--- src/rtl/mc_ctrl_pkg.sv ---
// Shared encodings for the multicycle ARM controller: FSM states, mux selects,
// ALU control codes, op/cond constants and the per-state Moore control vector.
package mc_ctrl_pkg;

    localparam int unsigned FLAGS_W  = 4;
    localparam int unsigned SEL_W    = 2;
    localparam int unsigned ALUCTL_W = 3;
    localparam int unsigned FUNCT_W  = 6;
    localparam int unsigned COND_W   = 4;

    typedef enum logic [3:0] {
        S_FETCH,
        S_DECODE,
        S_MEMADR,
        S_MEMREAD,
        S_MEMWB,
        S_MEMWRITE,
        S_EXECUTER,
        S_EXECUTEI,
        S_ALUWB,
        S_BRANCH,
        S_UNKNOWN
    } state_t;

    localparam logic [ALUCTL_W-1:0] ALU_ADD = 3'b000;
    localparam logic [ALUCTL_W-1:0] ALU_SUB = 3'b001;
    localparam logic [ALUCTL_W-1:0] ALU_AND = 3'b010;
    localparam logic [ALUCTL_W-1:0] ALU_ORR = 3'b011;

    localparam logic [SEL_W-1:0] SRCA_REG = 2'b00;
    localparam logic [SEL_W-1:0] SRCA_PC  = 2'b01;

    localparam logic [SEL_W-1:0] SRCB_REG  = 2'b00;
    localparam logic [SEL_W-1:0] SRCB_IMM  = 2'b01;
    localparam logic [SEL_W-1:0] SRCB_FOUR = 2'b10;

    localparam logic [SEL_W-1:0] RES_ALUOUT    = 2'b00;
    localparam logic [SEL_W-1:0] RES_DATA      = 2'b01;
    localparam logic [SEL_W-1:0] RES_ALURESULT = 2'b10;

    localparam logic [1:0] OP_DP  = 2'b00;
    localparam logic [1:0] OP_MEM = 2'b01;
    localparam logic [1:0] OP_BR  = 2'b10;
    localparam logic [1:0] OP_NOP = 2'b11;

    localparam logic [COND_W-1:0] COND_EQ = 4'b0000;
    localparam logic [COND_W-1:0] COND_NE = 4'b0001;
    localparam logic [COND_W-1:0] COND_CS = 4'b0010;
    localparam logic [COND_W-1:0] COND_CC = 4'b0011;
    localparam logic [COND_W-1:0] COND_MI = 4'b0100;
    localparam logic [COND_W-1:0] COND_PL = 4'b0101;
    localparam logic [COND_W-1:0] COND_VS = 4'b0110;
    localparam logic [COND_W-1:0] COND_VC = 4'b0111;
    localparam logic [COND_W-1:0] COND_HI = 4'b1000;
    localparam logic [COND_W-1:0] COND_LS = 4'b1001;
    localparam logic [COND_W-1:0] COND_GE = 4'b1010;
    localparam logic [COND_W-1:0] COND_LT = 4'b1011;
    localparam logic [COND_W-1:0] COND_GT = 4'b1100;
    localparam logic [COND_W-1:0] COND_LE = 4'b1101;
    localparam logic [COND_W-1:0] COND_AL = 4'b1110;

    typedef struct packed {
        logic             ir_write;
        logic             next_pc;
        logic             reg_w;
        logic             mem_w;
        logic             branch;
        logic             alu_op;
        logic             adr_src;
        logic [SEL_W-1:0] alu_src_a;
        logic [SEL_W-1:0] alu_src_b;
        logic [SEL_W-1:0] result_src;
    } ctl_t;

    // Moore control vector for a state; anything not set stays 0.
    function automatic ctl_t state_ctl(input state_t s);
        ctl_t c;
        c = '0;
        case (s)
            S_FETCH: begin
                c.ir_write   = 1'b1;
                c.next_pc    = 1'b1;
                c.alu_src_a  = SRCA_PC;
                c.alu_src_b  = SRCB_FOUR;
                c.result_src = RES_ALURESULT;
            end
            S_DECODE: begin
                c.alu_src_a  = SRCA_PC;
                c.alu_src_b  = SRCB_FOUR;
                c.result_src = RES_ALURESULT;
            end
            S_MEMADR: begin
                c.alu_src_a = SRCA_REG;
                c.alu_src_b = SRCB_IMM;
            end
            S_MEMREAD: begin
                c.adr_src    = 1'b1;
                c.result_src = RES_ALUOUT;
            end
            S_MEMWB: begin
                c.result_src = RES_DATA;
                c.reg_w      = 1'b1;
            end
            S_MEMWRITE: begin
                c.adr_src    = 1'b1;
                c.result_src = RES_ALUOUT;
                c.mem_w      = 1'b1;
            end
            S_EXECUTER: begin
                c.alu_src_b = SRCB_REG;
                c.alu_op    = 1'b1;
            end
            S_EXECUTEI: begin
                c.alu_src_b = SRCB_IMM;
                c.alu_op    = 1'b1;
            end
            S_ALUWB: begin
                c.result_src = RES_ALUOUT;
                c.reg_w      = 1'b1;
            end
            S_BRANCH: begin
                c.alu_src_b  = SRCB_IMM;
                c.result_src = RES_ALURESULT;
                c.branch     = 1'b1;
            end
            default: ;
        endcase
        return c;
    endfunction

endpackage

--- src/rtl/mc_controller_if.sv ---
// Controller <-> datapath bundle: instruction field and ALU flags in, enables
// and mux selects out. master = controller side, slave = datapath side.
interface mc_controller_if;
    import mc_ctrl_pkg::*;

    logic [31:12]         Instr;
    logic [FLAGS_W-1:0]   ALUFlags;
    logic                 PCWrite;
    logic                 MemWrite;
    logic                 RegWrite;
    logic                 IRWrite;
    logic                 AdrSrc;
    logic [SEL_W-1:0]     RegSrc;
    logic [SEL_W-1:0]     ALUSrcA;
    logic [SEL_W-1:0]     ALUSrcB;
    logic [SEL_W-1:0]     ResultSrc;
    logic [SEL_W-1:0]     ImmSrc;
    logic [ALUCTL_W-1:0]  ALUControl;

    modport master (
        input  Instr, ALUFlags,
        output PCWrite, MemWrite, RegWrite, IRWrite, AdrSrc, RegSrc,
               ALUSrcA, ALUSrcB, ResultSrc, ImmSrc, ALUControl
    );

    modport slave (
        output Instr, ALUFlags,
        input  PCWrite, MemWrite, RegWrite, IRWrite, AdrSrc, RegSrc,
               ALUSrcA, ALUSrcB, ResultSrc, ImmSrc, ALUControl
    );
endinterface

--- src/rtl/cond_logic.sv ---
// NZCV flag register, condition-code evaluation and write-strobe gating for
// the multicycle controller.
module cond_logic
    import mc_ctrl_pkg::*;
(
    input  logic               clk,
    input  logic               reset,
    input  logic [COND_W-1:0]  cond,
    input  logic [FLAGS_W-1:0] alu_flags,
    input  logic [1:0]         flag_w,
    input  logic               capture,
    input  logic               next_pc,
    input  logic               branch,
    input  logic               reg_w,
    input  logic               mem_w,
    input  logic               rd_is_pc,
    output logic               pc_write,
    output logic               reg_write,
    output logic               mem_write
);

    logic [FLAGS_W-1:0] flags_q;
    logic               condex;
    logic               condex_q;
    logic               n, z, c, v;

    assign {n, z, c, v} = flags_q;

    always_comb begin
        condex = 1'b0;
        case (cond)
            COND_EQ: condex = z;
            COND_NE: condex = ~z;
            COND_CS: condex = c;
            COND_CC: condex = ~c;
            COND_MI: condex = n;
            COND_PL: condex = ~n;
            COND_VS: condex = v;
            COND_VC: condex = ~v;
            COND_HI: condex = c & ~z;
            COND_LS: condex = ~c | z;
            COND_GE: condex = (n == v);
            COND_LT: condex = (n != v);
            COND_GT: condex = ~z & (n == v);
            COND_LE: condex = z | (n != v);
            COND_AL: condex = 1'b1;
            default: condex = 1'b0;
        endcase
    end

    // condex is frozen at the end of DECODE; flags only move when that instruction executes.
    always_ff @(posedge clk) begin
        if (!reset) begin
            flags_q  <= '0;
            condex_q <= 1'b0;
        end else begin
            if (capture)
                condex_q <= condex;
            if (flag_w[1] && condex_q)
                flags_q[3:2] <= alu_flags[3:2];
            if (flag_w[0] && condex_q)
                flags_q[1:0] <= alu_flags[1:0];
        end
    end

    assign reg_write = reset & reg_w & condex_q;
    assign mem_write = reset & mem_w & condex_q;
    assign pc_write  = reset & (next_pc | ((branch | (reg_w & rd_is_pc)) & condex_q));

endmodule

--- src/rtl/mc_controller.sv ---
// Multicycle ARM control unit: Moore main FSM, ALU decoder and condition unit.
// Optional `MC_CTRL_CMP_EN adds CMP (cmd 1010) as a flag-only SUB that skips ALUWB.
module mc_controller
    import mc_ctrl_pkg::*;
(
    input  logic           clk,
    input  logic           reset,
    mc_controller_if.master bus
);

    state_t              state_q;
    state_t              state_d;
    ctl_t                ctl_q;
    logic [1:0]          op;
    logic [FUNCT_W-1:0]  funct;
    logic [3:0]          cmd;
    logic [ALUCTL_W-1:0] alu_control;
    logic [1:0]          flag_w;
    logic                no_write;
    logic                unused_rn;

    assign op        = bus.Instr[27:26];
    assign funct     = bus.Instr[25:20];
    assign cmd       = funct[4:1];
    assign unused_rn = ^bus.Instr[19:16];

    // ALU decoder: only active in the execute states.
    always_comb begin
        alu_control = ALU_ADD;
        flag_w      = 2'b00;
        no_write    = 1'b0;
        if (ctl_q.alu_op) begin
            case (cmd)
                4'b0100: alu_control = ALU_ADD;
                4'b0010: alu_control = ALU_SUB;
                4'b0000: alu_control = ALU_AND;
                4'b1100: alu_control = ALU_ORR;
`ifdef MC_CTRL_CMP_EN
                4'b1010: begin
                    alu_control = ALU_SUB;
                    no_write    = 1'b1;
                end
`endif
                default: alu_control = ALU_ADD;
            endcase
            flag_w[1] = funct[0];
            flag_w[0] = funct[0] & ((alu_control == ALU_ADD) | (alu_control == ALU_SUB));
        end
    end

    always_comb begin
        state_d = S_FETCH;
        case (state_q)
            S_FETCH:  state_d = S_DECODE;
            S_DECODE: begin
                case (op)
                    OP_MEM:  state_d = S_MEMADR;
                    OP_DP:   state_d = funct[5] ? S_EXECUTEI : S_EXECUTER;
                    OP_BR:   state_d = S_BRANCH;
                    default: state_d = S_FETCH;
                endcase
            end
            S_MEMADR:   state_d = funct[0] ? S_MEMREAD : S_MEMWRITE;
            S_MEMREAD:  state_d = S_MEMWB;
            S_EXECUTER,
            S_EXECUTEI: state_d = no_write ? S_FETCH : S_ALUWB;
            default:    state_d = S_FETCH;
        endcase
    end

    // Control vector is registered together with the state it belongs to.
    always_ff @(posedge clk) begin
        if (!reset) begin
            state_q <= S_FETCH;
            ctl_q   <= state_ctl(S_FETCH);
        end else begin
            state_q <= state_d;
            ctl_q   <= state_ctl(state_d);
        end
    end

    cond_logic u_cond_logic (
        .clk       (clk),
        .reset     (reset),
        .cond      (bus.Instr[31:28]),
        .alu_flags (bus.ALUFlags),
        .flag_w    (flag_w),
        .capture   (state_q == S_DECODE),
        .next_pc   (ctl_q.next_pc),
        .branch    (ctl_q.branch),
        .reg_w     (ctl_q.reg_w),
        .mem_w     (ctl_q.mem_w),
        .rd_is_pc  (bus.Instr[15:12] == 4'hF),
        .pc_write  (bus.PCWrite),
        .reg_write (bus.RegWrite),
        .mem_write (bus.MemWrite)
    );

    assign bus.IRWrite    = reset & ctl_q.ir_write;
    assign bus.AdrSrc     = ctl_q.adr_src;
    assign bus.ALUSrcA    = ctl_q.alu_src_a;
    assign bus.ALUSrcB    = ctl_q.alu_src_b;
    assign bus.ResultSrc  = ctl_q.result_src;
    assign bus.ImmSrc     = op;
    assign bus.RegSrc     = {op == OP_MEM, op == OP_BR};
    assign bus.ALUControl = alu_control;

endmodule

--- src/flat_wrapper.sv ---
// flat-port wrapper written by rule: the top's interface ports become plain ports
module mc_controller_flat import mc_ctrl_pkg::*;
  (clk, reset, bus_Instr, bus_ALUFlags, bus_PCWrite, bus_MemWrite, bus_RegWrite, bus_IRWrite, bus_AdrSrc, bus_RegSrc, bus_ALUSrcA, bus_ALUSrcB, bus_ResultSrc, bus_ImmSrc, bus_ALUControl);
  mc_controller_if bus_i ();
  input  logic clk;
  input  logic reset;
  input wire logic [$bits(bus_i.Instr)-1:0] bus_Instr;
  input wire logic [$bits(bus_i.ALUFlags)-1:0] bus_ALUFlags;
  output wire logic [$bits(bus_i.PCWrite)-1:0] bus_PCWrite;
  output wire logic [$bits(bus_i.MemWrite)-1:0] bus_MemWrite;
  output wire logic [$bits(bus_i.RegWrite)-1:0] bus_RegWrite;
  output wire logic [$bits(bus_i.IRWrite)-1:0] bus_IRWrite;
  output wire logic [$bits(bus_i.AdrSrc)-1:0] bus_AdrSrc;
  output wire logic [$bits(bus_i.RegSrc)-1:0] bus_RegSrc;
  output wire logic [$bits(bus_i.ALUSrcA)-1:0] bus_ALUSrcA;
  output wire logic [$bits(bus_i.ALUSrcB)-1:0] bus_ALUSrcB;
  output wire logic [$bits(bus_i.ResultSrc)-1:0] bus_ResultSrc;
  output wire logic [$bits(bus_i.ImmSrc)-1:0] bus_ImmSrc;
  output wire logic [$bits(bus_i.ALUControl)-1:0] bus_ALUControl;
  assign bus_i.Instr = bus_Instr;
  assign bus_i.ALUFlags = bus_ALUFlags;
  assign bus_PCWrite = bus_i.PCWrite;
  assign bus_MemWrite = bus_i.MemWrite;
  assign bus_RegWrite = bus_i.RegWrite;
  assign bus_IRWrite = bus_i.IRWrite;
  assign bus_AdrSrc = bus_i.AdrSrc;
  assign bus_RegSrc = bus_i.RegSrc;
  assign bus_ALUSrcA = bus_i.ALUSrcA;
  assign bus_ALUSrcB = bus_i.ALUSrcB;
  assign bus_ResultSrc = bus_i.ResultSrc;
  assign bus_ImmSrc = bus_i.ImmSrc;
  assign bus_ALUControl = bus_i.ALUControl;
  mc_controller u_core (.clk(clk), .reset(reset), .bus(bus_i));
endmodule
--- config.mk ---
export PLATFORM = sky130hd
export DESIGN_NAME = mc_controller_flat
export DESIGN_NICKNAME = d
export VERILOG_FILES = /design/src/rtl/mc_ctrl_pkg.sv /design/src/rtl/mc_controller_if.sv /design/src/rtl/cond_logic.sv /design/src/rtl/mc_controller.sv /design/src/flat_wrapper.sv
export SDC_FILE = /design/constraint.sdc
export NUM_CORES = 1
export LEC_CHECK = 0
export CAP_MARGIN = 40
export CORE_MARGIN = 2
export CORE_UTILIZATION = 42
export CTS_CLUSTER_SIZE = 8
export DETAILED_ROUTE_END_ITERATION = 8
export GPL_ROUTABILITY_DRIVEN = 1
export GPL_TIMING_DRIVEN = 1
export PLACE_DENSITY_LB_ADDON = 0.08
export SYNTH_ARGS = -nofsm -noshare
export SYNTH_HDL_FRONTEND = slang
export SYNTH_SLANG_ARGS = --single-unit
--- constraint.sdc ---
create_clock -name clk -period 1.97 [get_ports clk]
set_input_delay 0.394 -clock clk [delete_from_list [all_inputs] [get_ports clk]]
set_output_delay 0.394 -clock clk [all_outputs]
set_load 0.01 [all_outputs]
Yosys cells after proc, flatten, opt, wreduce, memory -nomap -nowiden
Cells that the tools add are included.
- output and inout port bits: 18
- bits of input ports: 26
- word-level logic and storage cells: 103
- flip-flop bits (word level): 22
- multiplexer cells: 18
- bitwise operators: 20
- reductions and logical operators: 15
- equal/unequal tests: 36
- operators with widths (kind ; number):
    4-bit equality test, second input constant ; 11
    4-bit by 3-bit equality test with 1-bit output, second input constant ; 10
    4-bit by 2-bit equality test with 1-bit output, second input constant ; 7
    4-bit case mux with 5 select lines ; 1
    4-bit logical NOT ; 4
    1-bit case mux with 15 select lines ; 1
    4-bit by 1-bit equality test with 1-bit output, second input constant ; 3
    4-bit case mux with 3 select lines ; 1
    1-bit bitwise AND ; 11
    2-bit OR reduction ; 5
    3-bit two-way mux ; 3
    2-bit case mux with 2 select lines ; 2
    1-bit two-way mux ; 7
    2-bit case mux with 3 select lines ; 1
    3-bit OR reduction ; 2
    1-bit OR ; 5
    2-bit two-way mux ; 2
    1-bit inverter ; 4
    3-bit by 1-bit equality test with 1-bit output, second input constant ; 1
    3-bit logical NOT ; 1
    2-bit by 1-bit equality test with 1-bit output, second input constant ; 1
    2-bit equality test, second input constant ; 1
    1-bit logical AND ; 2
    2-bit logical NOT ; 1
    other kinds (2) ; 2

Depth between registers and ports, before layout
- depth after elaboration: 8
- depth in mapped cells: 6
- depth with buffers taken out: 5

Modules after synthesis
Synthesis repeated with hierarchy kept, for this count alone.
- cells, all modules: 135
- area total of the unflattened synthesis: 1151.1 um2
- by module, submodules not included (module ; cells each ; area each (um2) ; times used):
    mc_controller ; 76 ; 698.2 ; 1
    cond_logic ; 59 ; 452.9 ; 1

Worst setup path before layout
OpenSTA, ideal clock, no wires.
- kind: register to register
- start point: register u_core.state_q[3]
- end point: register u_core.ctl_q, in the netlist u_core.bus.ALUSrcB[0]
- path buffers: 0
- arrival time: 1470 ps
- cell stages (with the launch flop): 5
- setup slack: 430 ps
- cell sequence: dfxtp_1 > nor2_1 > a21boi_0 > mux2_2 > o21bai_1
- longest elaborated chain between the ends: 6
- ends and longest elaborated chain (item ; line ; RTL):
    start: declaration ; mc_controller.sv:11 ; state_t state_q;
    start signal: assignment ; mc_controller.sv:77 ; state_q <= state_d;
    4-bit by 3-bit equality test with 1-bit output ; mc_controller.sv:53 ; case (state_q)
    2-bit OR reduction ; mc_controller.sv:53 ;
    4-bit case mux with 5 select lines * ; mc_controller.sv:53 ;
    4-bit by 2-bit equality test with 1-bit output, or another cell as far along ; mc_ctrl_pkg.sv:79 ; case (s)
    3-bit OR reduction (no source line) / 2-bit OR reduction (equally long branches) ; - ;
    2-bit case mux with 2 select lines * ; mc_ctrl_pkg.sv:79 ;
    end signal: assignment ; mc_controller.sv:75 ; ctl_q <= state_ctl(S_FETCH);
    end signal: assignment ; mc_controller.sv:78 ; ctl_q <= state_ctl(state_d);
    end: declaration ; mc_controller.sv:13 ; ctl_t ctl_q;
Every way passes the cells marked *; elsewhere a longest branch is shown, timed or not.
A chain may end at the register's enable or synchronous reset.

Worst setup path after layout
- start point: input bus_Instr[10]
- end point: output bus_ALUControl[0]
- longest elaborated chain between the ends: 4
- ends and longest elaborated chain (item ; line ; RTL):
    start: declaration ; flat_wrapper.sv:7 ; input wire logic [$bits(bus_i.Instr)-1:0] bus_Instr;
    4-bit equality test, or another cell as far along ; mc_controller.sv:33 ; case (cmd)
    2-bit case mux with 3 select lines * ; mc_controller.sv:33 ;
    3-bit two-way mux * (2 in series) ; mc_controller.sv:32 ; if (ctl_q.alu_op) begin
    end: declaration ; flat_wrapper.sv:19 ; output wire logic [$bits(bus_i.ALUControl)-1:0] bus_ALUControl;
Every way passes the cells marked *; elsewhere a longest branch is shown, timed or not. The select of a mux whose other input is x is not followed.

==> metrics.md <==
| Metric | Value |
|---|---|
| Clk buf depth | `2` |
| Worst Setup End Kind | `primary output` |
| Vias in the first global route | `roughly 900` |
| Post-Synth Simple-Gate Area | `0.262` |
| Placed Instances | `between 200 and 250` |
| Die area | `~0.0030 mm²` |
| GRT Util Overall | `0.173` |
| RSZ-0062 raised after global routing | `true` |
| Hold Fails Final Rpt | `0` |
| Skew-Pair Late Insertion Delay | `about 0.30 ns` |
| Vias per cell | `between 5 and 6` |
| Number of detailed-route iterations in the first pass | `4` |
| DR iter-0 viols | `16` |
| Leakage | `0.000689 µW` |
| Top Layer Used | `met4` |
| Synth Area in Compound Gates | `0.174` |
| Root Driver | `clkbuf_4` |
| Initial antenna violation count | `0` |
| Initial core utilization | `0.439` |
| Post-synthesis mux area share | `0.0563` |
| Most used DFF post-synth | `dfxtp_1` |
| Core Area | `around 0.0025 mm²` |
| CTS sink cnt | `20` |
| YS warnings | `0` |
| CTS tree | `built` |
| Post-CTS setup buffers | `0` |
| Post-synth EDFFs | `0` |
| Cts hold-fix bufs | `0` |
| Max VDD drop | `around 0.00046 V` |
| Unique masters post-synth | `42` |
| Antenna diodes | `0` |
| Die X | `54.9 µm` |
| Clock skew | `between 0.01 and 0.015 ns` |
| Row count | `18` |
| Share of post-route cells with drive strength above 1 | `0.170` |
| Register area share after synthesis | `0.368` |
| Crit path max fanout | `3` |
| Post-synth ARST share | `0` |
| Post-synthesis cell area | `~0.0011 mm²` |
| Worst Path Required | `roughly 1.6 ns` |
| Worst Slack Setup Final | `-0.0249 ns` |
| Post-Syn Instances | `130` |
| Routed vias | `1,056` |
| Post-DP Area | `0.00155 mm²` |
| Net count, final | `approximately 200` |
| HP Class | `reg2reg` |
| Power Dens Cells | `633 mW/mm²` |
| First-pass GRT wire length | `3760 µm` |
| Adder-cell area share of the yosys netlist | `0` |
| Met2 WL post-DR | `about 1100 µm` |
| Commonest cells after routing, fill and taps aside | `clkdlybuf4s50_1 (30), dfxtp_1 (20), buf_4 (18)` |
| CTS HTree Levels | `1` |
| Post-route clock period utilization | `1.01` |
| Crit path arrival time | `roughly 1.6 ns` |
| # DRC | `0` |
| Largest net degree at the start of global routing | `13` |
| Finished Cell Area | `between 0.0015 and 0.002 mm²` |
| Final std cells w/o fill | `206` |
| CTS clk-pin slew, worst paths | `roughly 0.10 ns` |
| GR Overflow Total | `0` |
| Setup violations, final | `1` |
| I/O pin count | `44` |
| Fill cell count | `between 200 and 250` |
| Synth Area per Inst | `around 8.4 µm²` |
| Die height | `around 55 µm` |
| XOR/XNOR Fraction of Synth Area | `0.0322` |
| Total CTS buffers | `3` |
| Met3 wire len | `between 200 and 250 µm` |
| Largest family of logic cells by synthesized area | `simple AND/OR/NAND/NOR gates` |
| HPWL Detailed | `between 1500 and 2000 µm` |
| Number of I/O port buffers | `37` |
| CTS resizes | `11` |
| Outcome | `finished, violations left` |
| Final min period | `roughly 2 ns` |
| Final GP Congestion | `about 0.87` |
| Routed met1 length | `about 1100 µm` |
| Slew Viols, Final | `0` |
| Failing checks | `setup timing` |
| FMAX | `501 MHz` |
| Most common cell after layout, fill and taps aside | `clkdlybuf4s50_1` |
| Pre-CTS WS | `-0.424 ns` |
| Setup CP Type | `in2out` |
| Yosys reg bits | `20` |
| WL/cell | `about 12 µm` |
| Final core occ | `0.644` |
| Synth-to-Final Area Change | `46.6%` |
| Final ANT Viol Nets | `0` |
| CP Launch Type | `input pin` |
| Final wirelength | `between 2000 and 2500 µm` |
| Max cap viols | `0` |
kinds of logic (layout without fill, tap and decap cells):
| family | count (synthesis) | in the layout |
|---|---|---|
| buf+inv | 21 | 66 |
| mux | 6 | 6 |
| compound gates | 26 | 26 |
| other cells | 1 | 2 |
| xor+xnor | 4 | 4 |
| simple gates | 52 | 52 |
| flops | 20 | 20 |
flip-flops by register name (all words and copies together), names as in the netlist:
name / flops
u_core.u_cond_logic.condex_q: 1
u_core.state_q: 4
u_core.u_cond_logic.flags_q: 4
u_core.bus.ResultSrc: 2
u_core.bus.AdrSrc: 1
u_core.bus.ALUSrcB: 2
u_core.bus.ALUSrcA: 1
u_core.ctl_q: 5
worst max-delay path: stages:
cell,delay (ns)
clkdlybuf4s50_1,0.49
or3b_2,0.46
a21oi_2,0.12
buf_2,0.13
final timing paths:
check | from | endpoint | slack, ns | depth (start not counted)
hold / removal | u_core.state_q[3] | u_core.state_q[3] | 0.57 | 1
setup reg to reg | u_core.state_q[1] | u_core.bus.ALUSrcB[0] | 0.34 | 5
hold reg to reg | u_core.state_q[3] | u_core.state_q[3] | 0.57 | 1
setup / recovery | bus_Instr[10] | bus_ALUControl[0] | -0.02 | 4
routing by layer:
layer | up-vias | track usage
met2 | 39 | 0.282
li1 | 540 | -
met4 | 0 | 0.0691
met3 | 2 | 0.0376
met1 | 475 | 0.221
met5 | - | 0
stage by stage:
stage               TNS [ns]  hold slack, ns  power [µW]
floorplan                  0           0.490         572
detailed placement     -1.48           0.546         691
finish               -0.0249           0.570        1010
global placement       -1.40           0.518         688
global route         -0.0435           0.604        1060
CTS                  -0.0285           0.570        1020
final cells by class:
class                      count  area (µm²)  area share
multi-input combinational     90         589       0.369
timing repair buffer          55         489       0.307
sequential                    20         400       0.251
tap                           30        37.5      0.0235
clock inverter                 1        30.0      0.0188
inverter                       7        26.3      0.0165
clock buffer                   3        22.5      0.0141
where the power goes:
part           internal, µW  switching (µW)
clock network           206             123
registers               427            14.1
logic                   138             101
cell usage after synthesis, types with 3 or more instances:
cell type  instances  area (µm²)
inv_1              6        22.5
mux2i_1            5        50.1
o21bai_1           3        22.5
nand2_1            5        18.8
nand3_1            3        15.0
clkbuf_1           4        15.0
nand2b_1           7        43.8
nor4b_1            3        26.3
a21oi_1            4        20.0
nor3_1             5        25.0
buf_4              9        67.6
a31oi_1            4        25.0
and2_1             3        18.8
and3_1             3        18.8
nor2_1            15        56.3
dfxtp_1           20         400
Note: power is estimated with default switching activity, not from simulation.
